**config.mk**
```make
export PLATFORM = sky130hd
export DESIGN_NAME = head_table_wr_arb
export DESIGN_NICKNAME = d
export VERILOG_FILES = /design/src/rtl/hash_table_pkg.sv /design/src/rtl/head_table_wr_arb_rr_arb.sv /design/src/rtl/head_table_wr_arb.sv
export SDC_FILE = /design/constraint.sdc
export NUM_CORES = 1
export LEC_CHECK = 0
export CAP_MARGIN = 20
export CORE_ASPECT_RATIO = 0.5
export CORE_MARGIN = 5
export CORE_UTILIZATION = 45
export CTS_CLUSTER_DIAMETER = 100
export DETAILED_ROUTE_END_ITERATION = 16
export GPL_ROUTABILITY_DRIVEN = 0
export MAX_ROUTING_LAYER = met4
export PLACE_DENSITY = 0.85
export SLEW_MARGIN = 20
export SYNTH_ARGS = -nofsm -noshare
export SYNTH_HDL_FRONTEND = slang
export SYNTH_SLANG_ARGS = --single-unit
```
**constraint.sdc**
```tcl
create_clock -name clk_i -period 2.53 [get_ports clk_i]
set_input_delay 0.759 -clock clk_i [delete_from_list [all_inputs] [get_ports clk_i]]
set_output_delay 0.759 -clock clk_i [all_outputs]
set_load 0.05 [all_outputs]
```
**src/rtl/hash_table_pkg.sv**
```systemverilog
// Shared hash-table widths, head RAM word layout and the head-table write
// arbiter state encoding.
package hash_table;

    localparam int BUCKET_WIDTH   = 10;
    localparam int HEAD_PTR_WIDTH = 12;

    typedef struct packed {
        logic                      ptr_val;
        logic [HEAD_PTR_WIDTH-1:0] ptr;
    } head_ram_data_t;

    typedef enum logic {
        IDLE  = 1'b0,
        CLEAR = 1'b1
    } head_wr_arb_state_t;

endpackage

```
**src/rtl/head_table_wr_arb_rr_arb.sv**
```systemverilog
// Round-robin selector: grants the first requester at or after ptr_i,
// wrapping to the lowest requester when none lie above the pointer.
module rr_arb #(
    parameter int N  = 2,
    parameter int PW = $clog2(N)
) (
    input  logic [N-1:0]  req_i,
    input  logic [PW-1:0] ptr_i,
    output logic [N-1:0]  grant_o
);

    logic [N-1:0] hi_mask;
    logic [N-1:0] req_hi;
    logic [N-1:0] pick_hi;
    logic [N-1:0] pick_all;

    genvar gi;
    generate
        for (gi = 0; gi < N; gi++) begin : g_mask
            assign hi_mask[gi] = (PW'(gi) >= ptr_i);
        end
    endgenerate

    // x & -x isolates the lowest set bit, giving a one-hot pick.
    assign req_hi   = req_i & hi_mask;
    assign pick_hi  = req_hi & (~req_hi + N'(1));
    assign pick_all = req_i & (~req_i + N'(1));
    assign grant_o  = (|req_hi) ? pick_hi : pick_all;

endmodule

```
**src/rtl/head_table_wr_arb.sv**
```systemverilog
// Head table write-port arbiter: round-robin requester writes, plus a
// full-table clear sweep that owns the port exclusively while it runs.
module head_table_wr_arb
    import hash_table::*;
#(
    parameter int NUM_REQ = 2,
    parameter int A_WIDTH = BUCKET_WIDTH,
    parameter int P_WIDTH = HEAD_PTR_WIDTH
) (
    input  logic                              clk_i,
    input  logic                              rst_i,
    input  logic [NUM_REQ-1:0]                req_valid_i,
    output logic [NUM_REQ-1:0]                req_ready_o,
    input  logic [NUM_REQ-1:0][A_WIDTH-1:0]   req_addr_i,
    input  logic [NUM_REQ-1:0][P_WIDTH-1:0]   req_ptr_i,
    input  logic [NUM_REQ-1:0]                req_ptr_val_i,
    output logic                              wr_en_o,
    output logic [A_WIDTH-1:0]                wr_addr_o,
    output logic [P_WIDTH-1:0]                wr_ptr_o,
    output logic                              wr_ptr_val_o,
    input  logic                              clear_run_i,
    output logic                              clear_busy_o,
    output logic                              clear_done_o
);

    localparam int IW = $clog2(NUM_REQ);

    head_wr_arb_state_t state_q;
    logic [A_WIDTH-1:0] cnt_q;
    logic [IW-1:0]      rr_ptr_q;
    logic [IW-1:0]      rr_ptr_d;
    logic               wr_en_q;
    logic [A_WIDTH-1:0] wr_addr_q;
    logic [P_WIDTH-1:0] wr_ptr_q;
    logic               wr_ptr_val_q;
    logic               busy_q;
    logic               done_q;

    logic [NUM_REQ-1:0] grant;
    logic               grant_ok;
    logic               accept;
    logic [IW-1:0]      grant_idx;
    logic [A_WIDTH-1:0] sel_addr;
    logic [P_WIDTH-1:0] sel_ptr;
    logic               sel_ptr_val;

    rr_arb #(
        .N  (NUM_REQ),
        .PW (IW)
    ) u_rr_arb (
        .req_i   (req_valid_i),
        .ptr_i   (rr_ptr_q),
        .grant_o (grant)
    );

    // busy_q still covers the cycle the final clear write is presented,
    // so requesters stay locked out until the sweep is fully retired.
    assign grant_ok    = rst_i && (state_q == IDLE) && !clear_run_i && !busy_q;
    assign req_ready_o = grant & {NUM_REQ{grant_ok}};
    assign accept      = |req_ready_o;

    always_comb begin
        grant_idx   = '0;
        sel_addr    = '0;
        sel_ptr     = '0;
        sel_ptr_val = 1'b0;
        for (int i = 0; i < NUM_REQ; i++) begin
            if (grant[i]) begin
                grant_idx   = IW'(i);
                sel_addr    = req_addr_i[i];
                sel_ptr     = req_ptr_i[i];
                sel_ptr_val = req_ptr_val_i[i];
            end
        end
    end

    always_comb begin
        rr_ptr_d = rr_ptr_q;
        if (accept) begin
            rr_ptr_d = (grant_idx == IW'(NUM_REQ - 1)) ? '0 : grant_idx + IW'(1);
        end
    end

    // The clear_run edge itself issues address 0, so the sweep lands on
    // wr_* in the very next cycle and the counter resumes from 1.
    always_ff @(posedge clk_i) begin
        if (!rst_i) begin
            state_q      <= IDLE;
            cnt_q        <= '0;
            rr_ptr_q     <= '0;
            wr_en_q      <= 1'b0;
            wr_addr_q    <= '0;
            wr_ptr_q     <= '0;
            wr_ptr_val_q <= 1'b0;
            busy_q       <= 1'b0;
            done_q       <= 1'b0;
        end else begin
            wr_en_q  <= 1'b0;
            busy_q   <= 1'b0;
            done_q   <= 1'b0;
            rr_ptr_q <= rr_ptr_d;
            if (clear_run_i) begin
                state_q      <= CLEAR;
                cnt_q        <= A_WIDTH'(1);
                wr_en_q      <= 1'b1;
                wr_addr_q    <= '0;
                wr_ptr_q     <= '0;
                wr_ptr_val_q <= 1'b0;
                busy_q       <= 1'b1;
            end else if (state_q == CLEAR) begin
                cnt_q        <= cnt_q + A_WIDTH'(1);
                wr_en_q      <= 1'b1;
                wr_addr_q    <= cnt_q;
                wr_ptr_q     <= '0;
                wr_ptr_val_q <= 1'b0;
                busy_q       <= 1'b1;
                if (&cnt_q) begin
                    done_q  <= 1'b1;
                    state_q <= IDLE;
                end
            end else if (accept) begin
                wr_en_q      <= 1'b1;
                wr_addr_q    <= sel_addr;
                wr_ptr_q     <= sel_ptr;
                wr_ptr_val_q <= sel_ptr_val;
            end
        end
    end

    assign wr_en_o      = wr_en_q;
    assign wr_addr_o    = wr_addr_q;
    assign wr_ptr_o     = wr_ptr_q;
    assign wr_ptr_val_o = wr_ptr_val_q;
    assign clear_busy_o = busy_q;
    assign clear_done_o = done_q;

endmodule

```
==> qor.yml, run 1 <==
die_w_um: 99.6
gr-usage-all-layers_pct: 21.1
diodes: 0
drv_slew: 0
cts.sinks: 38
rsz0062_at_grt: "no"
clkPwrFrac_pct: 35.4
pwr-share-seq_pct: 44.9
crit_required_ns: 1.77
wire_per_inst_um: 17.0
hold_class: "flop to flop"
drt_first_pass_iters: 4
drv_cap: 0
cp.arrival_ns: 1.72
period_share_pct: 97.9
worstPathCellList: "clkdlybuf4s15_1 -> nor3b_4 -> nand2_2 -> nor3_4 -> buf_12"
ys_ff_latch: 38
synth_cells: 183
place_area_um2: 2730
die-area_um2: 5460
setup.worst_path.class: "input pin to output port"
multi_input_area_um2: 992
grt_max_degree: 32
syn_nets: 235
initial_utilization_pct: 46.6
yosysSeqAreaShare_pct: 42.1
ctsHoldBuffers: 0
hold_viol: 0
setup_viol: 0
nNetsFinal: 318
p_int_mw: 1.03
ff_latch_area_um2: 761
setup-tns-final_ns: 0
antenna_left: 0
drive_gt1_share_pct: 17.6
insertion_delay_ns: 0.29
antenna_found_initial: 0
core_um2: 3880
powerDensity_nw_per_um2: 485
cp-end-kind: "output port"
cpPeakStageDelay_ns: 0.24
syn_to_final_growth_pct: 58.3
skew_ns: 0.00316
grt_pass1_wl_um: 8710
design_area_um2: 2860
cp-start-kind: "input pin"
port_buffers: 78
crit_path_top_delay_cell: "nor3_4"
fmax_ghz: 0.404
pwr-share-comb_pct: 19.7
numCtsBuffers: 5
cts.htree.levels: 2
relSlewSlack_pct: 41.3
status: "completed"
grt_pass1_vias: 1870
ys_warn_count: 0
grt_remaining_overflow: 0
routed_wirelength_um: 5470
ir_worst_vdd_mv: 0.256
p_leak_nw: 1.02
cts_tree: "built"
switchingPower_mw: 0.360
syn_area_per_cell_um2: 9.88
drc_errors: 0
swShare_pct: 26.0
vias_per_cell: 5.93
cts_buffer_depth: 2
yosysUniqueCellTypes: 39
critPathMaxFanout: 2
dpl.hpwl_um: 3890
syn_area_um2: 1810
finalCriticalPeriod_ns: 2.48
io-pin-count: 79
num_vias: 1903
die_h_um: 54.8
row_count: 16
ctsRootBufferMaster: "clkbuf_8"
worst_pin_slew_ns: 0.876
drtIter0Drc: 46
clk_pin_slew_ns: 0.07
fillerInstances: 299
repair_timing:
item | 4_1_cts | 5_1_grt
gates cloned | 0 | 0
resized for setup | 8 | 3
setup buffers | 1 | 0
endpoints found under the setup margin | 2 | 2
pin swaps | 3 | 3
path summary, 6_finish.rpt:
path,to,slack [ns],startpoint,cells past startpoint
hold reg to reg,cnt_q[8],0.51,cnt_q[8],2
setup reg to reg,wr_ptr_o[11],0.79,state_q,3
hold / removal,cnt_q[8],0.51,cnt_q[8],2
setup / recovery,req_ready_o[1],0.05,clear_run_i,5
critical path: cells and delay by family:
kind                   cells  cell delay, ns
buffers and inverters      2            0.38
AND/OR/NAND/NOR            3            0.58
layer usage:
metal	wire length, um	up-vias	part of all wire (%)	GRT usage, %
li1	-	909	-	-
met1	2310	919	42	22.3
met2	2710	71	50	37.6
met3	413	4	7.5	8.14
met4	40	0	0.73	7.03
met5	0	-	0	-
state kept, by name, indices dropped and copies added (netlist names):
| register | flops |
|---|---|
| cnt_q | 10 |
| clear_done_o | 1 |
| state_q | 1 |
| clear_busy_o | 1 |
| wr_en_o | 1 |
| wr_ptr_o | 12 |
| rr_ptr_q | 1 |
| wr_addr_o | 10 |
| wr_ptr_val_o | 1 |
cell usage after synthesis:
cell	instances	area, um2
a21boi_1	1	7.51
ha_1	1	12.5
nor2_1	8	30.0
nand4_4	1	21.3
nand2_1	14	52.6
o21bai_1	1	7.51
clkbuf_1	8	30.0
o31ai_1	3	22.5
nand3_1	3	15.0
a31oi_1	1	6.26
inv_1	5	18.8
nor2b_1	2	12.5
o221a_2	13	146
a21oi_1	5	25.0
o31a_1	1	8.76
a41oi_1	1	8.76
nand4_1	2	12.5
xor2_1	3	26.3
o221ai_1	10	87.6
nor3_2	1	10.0
nand4b_1	10	87.6
and3_1	1	6.26
buf_4	1	7.51
a21boi_0	1	7.51
or3_1	3	18.8
a21bo_2	1	10.0
or4_1	3	22.5
o32a_1	13	130
mux2i_1	1	10.0
dfxtp_1	38	761
nor3b_2	1	12.5
buf_1	4	15.0
nand2b_1	2	12.5
a32oi_1	10	87.6
o41ai_1	1	8.76
o21ai_0	3	15.0
xnor2_1	1	8.76
buf_2	4	20.0
nor3_1	1	5.00
through the flow:
| step | util (%) | std cells | worst slack (ns) | total power [mW] | hold slack (ns) |
|---|---|---|---|---|---|
| floorplan | - | 183 | 0.0744 | 0.768 | 0.465 |
| global placement | 70.2 | 312 | -0.227 | 0.898 | 0.482 |
| detailed placement | 70.2 | 312 | -0.230 | 0.903 | 0.499 |
| CTS | 73.5 | 321 | 0.0121 | 1.39 | 0.510 |
| global route | 73.7 | 321 | 0.00626 | 1.45 | 0.521 |
| finish | 73.7 | 321 | 0.0533 | 1.39 | 0.507 |
kinds of logic after synthesis:
kind of cell	Yosys count	share of synthesized area (%)
xor+xnor	4	1.94
fa+ha+maj	1	0.692
flops	38	42.1
buf+inv	22	5.05
simple gates	52	17.6
compound gates	65	32.0
mux	1	0.554
power groups by stage:
stage / registers, mW / logic [mW] / clock network, mW
final: 0.623 / 0.274 / 0.491
after global placement: 0.635 / 0.263 / 0
after detailed placement: 0.636 / 0.267 / 0
after floorplan: 0.666 / 0.101 / 0
after global routing: 0.625 / 0.289 / 0.538
after CTS: 0.623 / 0.272 / 0.497
placed cells by master (no fill, tap or decap), types with 3 or more instances in the layout:
master           count
a21oi_1              5
a32oi_1             10
buf_4               15
clkbuf_8             8
clkdlybuf4s50_1     71
dfxtp_1             38
inv_1                5
nand2_1             13
nand3_1              3
nand4b_1            10
nor2_1               7
o21ai_0              3
o221a_2             13
o221ai_1            10
o31ai_1              3
o32a_1              13
or3_1                3
or4_1                3
xor2_1               3
cell type report:
cell class                      instances  share of cell area, %
Sequential cell                        38                   26.6
Tap cell                               54                   2.36
Inverter                                5                  0.656
Timing Repair Buffer                   93                   31.9
Clock buffer                            8                   3.85
Multi-Input combinational cell        123                   34.7
Power figures use the tool's default switching activity.
==> run 2: changes to the inputs <==
--- a/config.mk
+++ b/config.mk
@@ -14,6 +14,7 @@
 export GPL_ROUTABILITY_DRIVEN = 0
 export MAX_ROUTING_LAYER = met4
 export PLACE_DENSITY = 0.85
+export SKIP_LAST_GASP = 1
 export SLEW_MARGIN = 20
 export SYNTH_ARGS = -nofsm -noshare
 export SYNTH_HDL_FRONTEND = slang
==> results of run 2 <==
Final layout, timing and power as in run 1 (identical DEF).
